### config.mk
export PLATFORM = sky130hd
export DESIGN_NAME = vga_timing_gen
export DESIGN_NICKNAME = d
export VERILOG_FILES = /design/src/rtl/vga_pkg.sv /design/src/rtl/vga_axis_counter.sv /design/src/rtl/vga_timing_gen.sv
export SDC_FILE = /design/constraint.sdc
export NUM_CORES = 1
export LEC_CHECK = 0
export CAP_MARGIN = 30
export CORE_MARGIN = 2
export CORE_UTILIZATION = 55
export DETAILED_ROUTE_END_ITERATION = 10
export GPL_TIMING_DRIVEN = 0
export PLACE_DENSITY = 0.87
export SYNTH_ARGS = -nofsm -noshare
export SYNTH_HDL_FRONTEND = slang
export SYNTH_HIERARCHICAL = 1
export SYNTH_SLANG_ARGS = --single-unit
### constraint.sdc
create_clock -name i_pix_clk -period 4.6 [get_ports i_pix_clk]
set_clock_uncertainty 0.15 [all_clocks]
set_input_delay 0.46 -clock i_pix_clk [delete_from_list [all_inputs] [get_ports i_pix_clk]]
set_output_delay 0.46 -clock i_pix_clk [all_outputs]
set_load 0.005 [all_outputs]
### src/rtl/vga_pkg.sv
// Shared types and default 640x480@60 timing for the VGA raster timing generator.
package vga_pkg;

  localparam int COORD_W = 16;

  typedef enum logic [1:0] {
    ST_ACT  = 2'd0,
    ST_FP   = 2'd1,
    ST_SYNC = 2'd2,
    ST_BP   = 2'd3
  } timing_state_e;

  localparam int DEF_H_ACTIVE = 640;
  localparam int DEF_H_FRONT  = 16;
  localparam int DEF_H_SYNC   = 96;
  localparam int DEF_H_BACK   = 48;
  localparam int DEF_V_ACTIVE = 480;
  localparam int DEF_V_FRONT  = 10;
  localparam int DEF_V_SYNC   = 2;
  localparam int DEF_V_BACK   = 33;

endpackage

### src/rtl/vga_axis_counter.sv
// One raster axis: a wrapping position counter plus its ACT/FP/SYNC/BP phase FSM.
// The state register is loaded from the next count, so count and state always agree.
module vga_axis_counter
  import vga_pkg::*;
#(
  parameter int ACTIVE = DEF_H_ACTIVE,
  parameter int FRONT  = DEF_H_FRONT,
  parameter int SYNC   = DEF_H_SYNC,
  parameter int BACK   = DEF_H_BACK
) (
  input  logic               i_pix_clk,
  input  logic               i_rst_n,
  input  logic               i_step,
  output logic [COORD_W-1:0] o_count,
  output timing_state_e      o_state,
  output logic               o_wrap
);

  localparam logic [COORD_W-1:0] LAST       = COORD_W'(ACTIVE + FRONT + SYNC + BACK - 1);
  localparam logic [COORD_W-1:0] FP_START   = COORD_W'(ACTIVE);
  localparam logic [COORD_W-1:0] SYNC_START = COORD_W'(ACTIVE + FRONT);
  localparam logic [COORD_W-1:0] BP_START   = COORD_W'(ACTIVE + FRONT + SYNC);

  logic [COORD_W-1:0] r_count;
  logic [COORD_W-1:0] w_next_count;
  timing_state_e      r_state;
  timing_state_e      w_next_state;
  logic               w_wrap;

  always_ff @(posedge i_pix_clk or negedge i_rst_n) begin
    if (!i_rst_n) begin
      r_count <= LAST;
      r_state <= ST_BP;
    end else begin
      r_count <= w_next_count;
      r_state <= w_next_state;
    end
  end

  always_comb begin
    w_wrap       = i_step && (r_count == LAST);
    w_next_count = r_count;
    if (i_step) begin
      w_next_count = w_wrap ? '0 : r_count + COORD_W'(1);
    end
    w_next_state = r_state;
    if (i_step) begin
      case (r_state)
        ST_ACT:  if (w_next_count == FP_START)   w_next_state = ST_FP;
        ST_FP:   if (w_next_count == SYNC_START) w_next_state = ST_SYNC;
        ST_SYNC: if (w_next_count == BP_START)   w_next_state = ST_BP;
        ST_BP:   if (w_wrap)                     w_next_state = ST_ACT;
        default:                                 w_next_state = ST_ACT;
      endcase
    end
  end

  always_comb begin
    o_count = r_count;
    o_state = r_state;
    o_wrap  = w_wrap;
  end

endmodule

### src/rtl/vga_timing_gen.sv
// Free-running VGA raster timing generator: coords over the full raster, blank flags, syncs, strobes.
// Define VGA_TIMING_PIPE_EN to delay hsync/vsync by SYNC_DELAY cycles (coords/flags unaffected).
module vga_timing_gen
  import vga_pkg::*;
#(
  parameter int   H_ACTIVE   = DEF_H_ACTIVE,
  parameter int   H_FRONT    = DEF_H_FRONT,
  parameter int   H_SYNC     = DEF_H_SYNC,
  parameter int   H_BACK     = DEF_H_BACK,
  parameter int   V_ACTIVE   = DEF_V_ACTIVE,
  parameter int   V_FRONT    = DEF_V_FRONT,
  parameter int   V_SYNC     = DEF_V_SYNC,
  parameter int   V_BACK     = DEF_V_BACK,
  parameter logic SYNC_POL   = 1'b0,
  parameter int   SYNC_DELAY = 2
) (
  input  logic               i_pix_clk,
  input  logic               i_rst_n,
  output logic [COORD_W-1:0] o_horz_coord,
  output logic [COORD_W-1:0] o_vert_coord,
  output logic               o_in_active_area,
  output logic               o_horz_blank,
  output logic               o_vert_blank,
  output logic               o_hsync,
  output logic               o_vsync,
  output logic               o_line_start,
  output logic               o_frame_start
);

  if (SYNC_DELAY < 1) begin : g_bad_sync_delay
    $error("SYNC_DELAY must be at least 1");
  end

  logic [COORD_W-1:0] w_h_count;
  logic [COORD_W-1:0] w_v_count;
  timing_state_e      w_h_state;
  timing_state_e      w_v_state;
  logic               w_h_wrap;
  logic               w_v_wrap;
  logic               w_hsync;
  logic               w_vsync;
  logic               r_line_start;
  logic               r_frame_start;

  vga_axis_counter #(
    .ACTIVE (H_ACTIVE),
    .FRONT  (H_FRONT),
    .SYNC   (H_SYNC),
    .BACK   (H_BACK)
  ) u_h_counter (
    .i_pix_clk (i_pix_clk),
    .i_rst_n   (i_rst_n),
    .i_step    (1'b1),
    .o_count   (w_h_count),
    .o_state   (w_h_state),
    .o_wrap    (w_h_wrap)
  );

  // Vertical axis advances once per line, on the horizontal wrap edge.
  vga_axis_counter #(
    .ACTIVE (V_ACTIVE),
    .FRONT  (V_FRONT),
    .SYNC   (V_SYNC),
    .BACK   (V_BACK)
  ) u_v_counter (
    .i_pix_clk (i_pix_clk),
    .i_rst_n   (i_rst_n),
    .i_step    (w_h_wrap),
    .o_count   (w_v_count),
    .o_state   (w_v_state),
    .o_wrap    (w_v_wrap)
  );

  // A wrap this cycle means the count lands on 0 at the edge, so the strobes line up with coords.
  always_ff @(posedge i_pix_clk or negedge i_rst_n) begin
    if (!i_rst_n) begin
      r_line_start  <= 1'b0;
      r_frame_start <= 1'b0;
    end else begin
      r_line_start  <= w_h_wrap;
      r_frame_start <= w_v_wrap;
    end
  end

  always_comb begin
    w_hsync = (w_h_state == ST_SYNC) ? SYNC_POL : ~SYNC_POL;
    w_vsync = (w_v_state == ST_SYNC) ? SYNC_POL : ~SYNC_POL;
  end

`ifdef VGA_TIMING_PIPE_EN
  logic [SYNC_DELAY-1:0] r_hsync_pipe;
  logic [SYNC_DELAY-1:0] r_vsync_pipe;

  always_ff @(posedge i_pix_clk or negedge i_rst_n) begin
    if (!i_rst_n) begin
      r_hsync_pipe <= {SYNC_DELAY{~SYNC_POL}};
      r_vsync_pipe <= {SYNC_DELAY{~SYNC_POL}};
    end else begin
      r_hsync_pipe[0] <= w_hsync;
      r_vsync_pipe[0] <= w_vsync;
      for (int i = 1; i < SYNC_DELAY; i++) begin
        r_hsync_pipe[i] <= r_hsync_pipe[i-1];
        r_vsync_pipe[i] <= r_vsync_pipe[i-1];
      end
    end
  end

  assign o_hsync = r_hsync_pipe[SYNC_DELAY-1];
  assign o_vsync = r_vsync_pipe[SYNC_DELAY-1];
`else
  assign o_hsync = w_hsync;
  assign o_vsync = w_vsync;
`endif

  assign o_horz_coord     = w_h_count;
  assign o_vert_coord     = w_v_count;
  assign o_in_active_area = (w_h_state == ST_ACT) && (w_v_state == ST_ACT);
  assign o_horz_blank     = (w_h_state != ST_ACT);
  assign o_vert_blank     = (w_v_state != ST_ACT);
  assign o_line_start     = r_line_start;
  assign o_frame_start    = r_frame_start;

endmodule

==> flow_metrics.tcl, run 1 <==
set metrics [dict create \
    rows 25 \
    postSynthCellCount 287 \
    final_util_pct 69.9 \
    cts.htree.levels 2 \
    cts_max_path_buffers 2 \
    maxSlewHeadroom_pct 43.9 \
    netSwitchingFraction_pct 31.2 \
    synth_cell_types 68 \
    die_area_sq_um 5500 \
    vias 2336 \
    p_seq_share_pct 43.1 \
    grt_use_total_pct 23.6 \
    synth_seq_cells 38 \
    slowest_delay_ps 590 \
    io_pins 41 \
    dpl-instance-area_sq_um 3190 \
    drc 0 \
    nNetsFinal 350 \
    fp.dieH_microns 74.1 \
    peakVddDrop_uv 133 \
    cts-resized-gates 0 \
    p_sw_mw 0.299 \
    die_x_microns 74.1 \
    initial_core_util_pct 57.3 \
    path_clk_slew_ps 80 \
    tightest_slew_ps 841 \
    clk_latency_ps 290 \
    hold_viol 0 \
    synth_edf_count 0 \
    grt_pass1_vias 2226 \
    p_int_mw 0.659 \
    yosysWarnings 6 \
    synth_area_sq_um 2710 \
    critPathLaunchType "flop" \
    via_per_inst 5.80 \
    ys_seq_area_share_pct 35.8 \
    synth.top_cells.by_count "24 x dfrtp_1, 22 x nand2_1, 20 x nor2_1" \
    synth-main-ff-cell "dfrtp_1" \
    fill_cells 375 \
    cp_max_fo 10 \
    cts_sinks 38 \
    synthArstFlopShare_pct 100 \
    status "complete, no violations" \
    layout-drive-gt1-share_pct 20.2 \
    worst_r2r_endpoint "u_v_counter/o_state[1]" \
    dp_cells 395 \
    critPathKind "flop to flop" \
    cp_num_buf_inv 2 \
    combPwrFrac_pct 28.6 \
    antenna_cells 0 \
    drt_pre_antenna_iters 4 \
    power_density_nw_per_um2 290 \
    hold_buffers 0 \
    drt-total-wl_microns 6110 \
    cp_slowest_cell "dfstp_2" \
    rsz0062_at_grt "false" \
    antenna_found_initial 0 \
    finalSetupViolations 0 \
    endpoint_kind "flop" \
    synth_most_common_cell "dfrtp_1" \
    regToRegSetupSlack_ps 370 \
    clock.fmax_mhz 237 \
    synth_area_leader_cell "dfrtp_1" \
    finalCritPeriodShare_pct 91.9 \
    avgSynthCellArea_sq_um 9.43 \
    maxCapViolCount 0 \
    grt_pass1_wl_microns 10300 \
    first_iter_violations 177 \
    core_sq_um 4720 \
    fin_area_sq_um 3300 \
    hold_path_class "input port to async pin" \
    portBuffers 40 \
    cts_made_buffers 5 \
    clockPowerShare_pct 28.4 \
    fin_hold_ws_ps 122 \
    fin_crit_ps 4230 \
    r2r-start "u_h_counter/o_count[1]" \
    path_cells "ha_1 > clkbuf_1 > nand4_1 > nor3_4 > buf_2 > nand3_1 > or3_1 > a211o_1 > nor4_2 > a21oi_2 > nor3_2 > mux2_4" \
    arrival_ps 4300 \
    reg2reg_depth 12 \
    yosysTopAreaCellShare_pct 22.2 \
    area_growth_syn_to_layout_pct 21.9 \
    finalSetupTns_ps 0 \
    hpwl_microns 4370 \
    finalNonFillerCells 403 \
    root_buffer "clkbuf_8" \
    grt_max_degree 39 \
    worst_ep_required_time_ps 4670 \
    slew_viol_final 0 \
    crit_family "simple AND/OR/NAND/NOR gates" \
    gp_congestion 0.893 \
    ant_nets 0 \
    p_leak_nw 1.35 \
    overflow 0 \
    ys_top_cells_by_area "dfrtp_1 22%, dfstp_2 14%, ha_1 6.0%, xnor2_1 4.9%, xor2_1 3.9%" \
    cts_tree "yes" \
    wire_per_inst_microns 15.2 \
    post-cts-setup-buffer-count 0 \
]
## flip-flops by register name (all words and copies together) (netlist names)
| register | count |
|---|---|
| u_v_counter/o_count | 16 |
| u_h_counter/o_count | 16 |
| o_line_start | 1 |
| u_h_counter/o_state | 2 |
| u_v_counter/o_state | 2 |
| o_frame_start | 1 |
## area by class of cell
class                      instances  area, sq um  share of cell area, %
buffer                            18          108                   3.26
clock buffer                       8          110                   3.34
inverter                          13         48.8                   1.48
multi-input combinational        219         1590                   48.0
sequential                        38          968                   29.4
tap                               67         83.8                   2.54
timing repair buffer              40          395                   12.0
## metrics by stage
step / power, mW / worst slack, ps
global placement: 0.680 / 514
CTS: 0.964 / 439
detailed placement: 0.689 / 479
global route: 1.01 / 180
finish: 0.957 / 374
floorplan: 0.587 / 1030
## cell usage in the layout, fill, tap and decap left out, types with 3 or more instances in the layout
cell type,instances
buf_4,4
and4_1,3
ha_1,13
inv_1,12
nand2_1,22
or3_1,7
nand3_1,11
dfstp_2,14
nand4_1,14
clkdlybuf4s50_1,39
clkbuf_1,3
nor2_1,20
nor3_1,12
xor2_1,12
nor4_1,9
o21ai_0,10
clkbuf_8,8
or2_1,3
a21oi_1,4
dfrtp_1,24
xnor2_1,15
or2_2,4
buf_2,7
nor4_2,4
## cells by family (layout without fill, tap and decap cells)
kind of cell / after synthesis / after routing / synth area share [%]
AND/OR/NAND/NOR: 134 / 134 / 30.9
flip-flops: 38 / 38 / 35.8
AO/OA/AOI/OAI: 36 / 36 / 9.52
buffers and inverters: 31 / 79 / 5.78
XOR/XNOR: 27 / 27 / 8.74
adder cells (fa/ha/maj): 13 / 13 / 6.01
multiplexers: 7 / 7 / 3.10
other: 1 / 2 / 0.139
## per-layer routing
layer / GRT usage, % / wire length (microns)
met5: 0 / 0
met3: 3.79 / 267
met1: 33.6 / 2890
met2: 37.3 / 2900
met4: 6.67 / 53
## power groups by stage
stage                     Clock, mW  Combinational (mW)  Sequential [mW]
after floorplan                   0               0.170            0.417
after global placement            0               0.260            0.419
after detailed placement          0               0.269            0.419
after CTS                     0.279               0.272            0.413
after global routing          0.295               0.299            0.417
final                         0.271               0.274            0.412
## worst max path at each step
stage                           startpoint                endpoint  slack, ps  cells past startpoint
global route        u_h_counter/o_count[1]  u_v_counter/o_state[1]        180                     12
global placement    u_h_counter/o_count[1]  u_v_counter/o_state[1]        510                     12
CTS                 u_h_counter/o_count[1]  u_v_counter/o_state[1]        440                     12
finish              u_h_counter/o_count[1]  u_v_counter/o_state[1]        370                     12
detailed placement  u_h_counter/o_count[1]  u_v_counter/o_state[1]        480                     12
floorplan           u_h_counter/o_count[1]  u_v_counter/o_state[1]       1030                     12
Note: power is estimated with default switching activity, not from simulation.
==> inputs of run 2 (changes only) <==
--- a/config.mk
+++ b/config.mk
@@ -6,11 +6,13 @@
 export NUM_CORES = 1
 export LEC_CHECK = 0
 export CAP_MARGIN = 30
+export CORE_ASPECT_RATIO = 1.75
 export CORE_MARGIN = 2
-export CORE_UTILIZATION = 55
+export CORE_UTILIZATION = 60
 export DETAILED_ROUTE_END_ITERATION = 10
+export DONT_BUFFER_PORTS = 1
 export GPL_TIMING_DRIVEN = 0
-export PLACE_DENSITY = 0.87
+export PLACE_DENSITY = 0.82
 export SYNTH_ARGS = -nofsm -noshare
 export SYNTH_HDL_FRONTEND = slang
 export SYNTH_HIERARCHICAL = 1
==> run 2 against run 1 <==
  * Hold slack better by 300 ps
  * Clock-buffer cell count is 2 lower
  * First-iteration DRC count is 63% lower
  * Utilization is 3.4 points lower
  * Sequential power is 2% higher
  * Register-to-register slack worse by 110 ps
  * Sequential share of layout area is 4.1 points higher
  * Cell count is 13% lower
  * Die area is 7.5% lower
  * Via count is 5.6% lower
  * Non-clock buffer count is 38 lower
  * Clock power is 9.2% lower
  * Largest power group unchanged
==> flow_metrics.tcl, run 2 (synthesis results as in run 1) <==
set metrics [dict create \
    status "complete, no violations" \
    grt_pass1_vias 2236 \
    grt_use_met1_pct 25.9 \
    r2r-start "u_h_counter/o_count[1]" \
    clock.fmax_mhz 231 \
    maxCapViolCount 0 \
    gp_congestion 0.848 \
    initial_core_util_pct 62.0 \
    via_per_inst 6.32 \
    grt-busiest-layer "met2" \
    core_sq_um 4360 \
    hold_path_class "flop to flop" \
    finalCritPeriodShare_pct 94.2 \
    nNetsFinal 312 \
    cts_max_path_buffers 2 \
    finalSetupTns_ps 0 \
    die_area_sq_um 5090 \
    power_density_nw_per_um2 306 \
    tightest_slew_ps 524 \
    maxSlewHeadroom_pct 65.0 \
    arrival_ps 4410 \
    path_clk_slew_ps 80 \
    finalNonFillerCells 349 \
    endpoint_kind "flop" \
    cts-resized-gates 0 \
    cts.htree.levels 2 \
    drc 0 \
    post-cts-setup-buffer-count 0 \
    area_growth_syn_to_layout_pct 7.12 \
    cts_tree "yes" \
    wire_per_inst_microns 17.6 \
    io_pins 41 \
    grt_use_total_pct 26.4 \
    die_x_microns 54.8 \
    overflow 0 \
    drt_pre_antenna_iters 4 \
    ant_nets 0 \
    critPathKind "flop to flop" \
    rsz0062_at_grt "false" \
    antenna_cells 0 \
    hold_viol 0 \
    regArea_sq_um 968 \
    grt_pass1_wl_microns 9920 \
    vias 2205 \
    clk_latency_ps 290 \
    fp.dieH_microns 92.8 \
    cp_max_fo 10 \
    first_iter_violations 65 \
    dp_cells 339 \
    critPathLaunch "u_h_counter/o_count[1]" \
    peakVddDrop_uv 230 \
    final_util_pct 66.4 \
    antenna_found_initial 0 \
    root_buffer "clkbuf_8" \
    p_leak_nw 1.21 \
    critPathLaunchType "flop" \
    cts_sinks 38 \
    rows 32 \
    grt_max_degree 39 \
    drt-total-wl_microns 6160 \
    multi_input_comb_area_sq_um 1590 \
    layout-drive-gt1-share_pct 22.8 \
    finalSetupViolations 0 \
    portBuffers 0 \
    worst_hold_startpoint "u_h_counter/o_count[15]" \
    fin_crit_ps 4340 \
    gr-usage-met3_pct 5.00 \
    fill_cells 357 \
    cts_made_buffers 5 \
    slew_viol_final 0 \
    mostFrequentLayoutCell "dfrtp_1" \
    worst_ep_required_time_ps 4680 \
    hpwl_microns 4400 \
    met2_usage_pct 48.1 \
    layout_common_cells "24 x dfrtp_1, 22 x nand2_1, 20 x nor2_1" \
]
-- run 2: cell count changes in the layout (fill, tap and decap cells not counted) --
cell	delta
dlygate4sd3_1	+1
clkinvlp_4	+1
clkbuf_8	-2
clkdlybuf4s50_1	-39
buf_2	-1
buf_12	+1
clkinv_2	+1
-- run 2: worst paths after layout --
kind	end	depth (start not counted)	slack, ps
max	u_v_counter/o_state[1]	12	260
min	u_h_counter/o_count[15]	1	420
max reg2reg	u_v_counter/o_state[1]	12	260
min reg2reg	u_h_counter/o_count[15]	1	420
max in group asynchronous	u_h_counter/o_count[4]	2	3560
min in group asynchronous	o_line_start	2	460
-- run 2: timing repair --
action                                  in CTS  in global routing
endpoints found under the hold margin       38                  0
endpoints found under the setup margin       0                  0
hold buffers                                 2                  0
-- run 2: power breakdown --
part	internal (mW)	switching, mW	leakage, nW
clock	0.121	0.125	0.0472
sequential	0.380	0.0405	0.474
combinational	0.0846	0.136	0.692
-- run 2: metal layers --
layer / vias up / share of wire (%)
met5: - / 0
met4: 0 / 3.5
met3: 17 / 5.1
met2: 74 / 56
met1: 1065 / 35
li1: 1049 / -
-- run 2: cell type report --
class	count	area share [%]
Tap cell	51	2.20
Buffer	18	3.71
Sequential cell	38	33.4
Inverter	13	1.68
Timing Repair Buffer	2	1.04
Clock inverter	2	0.432
Clock buffer	6	2.85
Multi-Input combinational cell	219	54.7
-- run 2: worst max-delay path: stages (launching register included) --
cell and delay, ps:
dfstp_2 600, ha_1 220, clkbuf_1 430, nand4_1 250
nor3_4 430, buf_2 300, nand3_1 130, or3_1 380
a211o_1 320, nor4_2 360, a21oi_2 130, nor3_2 240
mux2_4 320
-- run 2: through the flow --
step | hold WS [ps] | setup slack, ps | area [sq um] | power, mW
after floorplan | 14.4 | 1030 | 2710 | 0.587
after global placement | 15.3 | 377 | 2770 | 0.627
after detailed placement | 15.2 | 294 | 2770 | 0.636
final | 424 | 265 | 2900 | 0.887
after CTS | 433 | 284 | 2900 | 0.893
after global routing | 447 | 18.2 | 2900 | 0.940
==> inputs of run 3 (changes only) <==
--- a/config.mk
+++ b/config.mk
@@ -5,7 +5,6 @@
 export SDC_FILE = /design/constraint.sdc
 export NUM_CORES = 1
 export LEC_CHECK = 0
-export CAP_MARGIN = 30
 export CORE_ASPECT_RATIO = 1.75
 export CORE_MARGIN = 2
 export CORE_UTILIZATION = 60
==> results of run 3 <==
The final DEF is identical to that of run 2; final timing and power are the same.
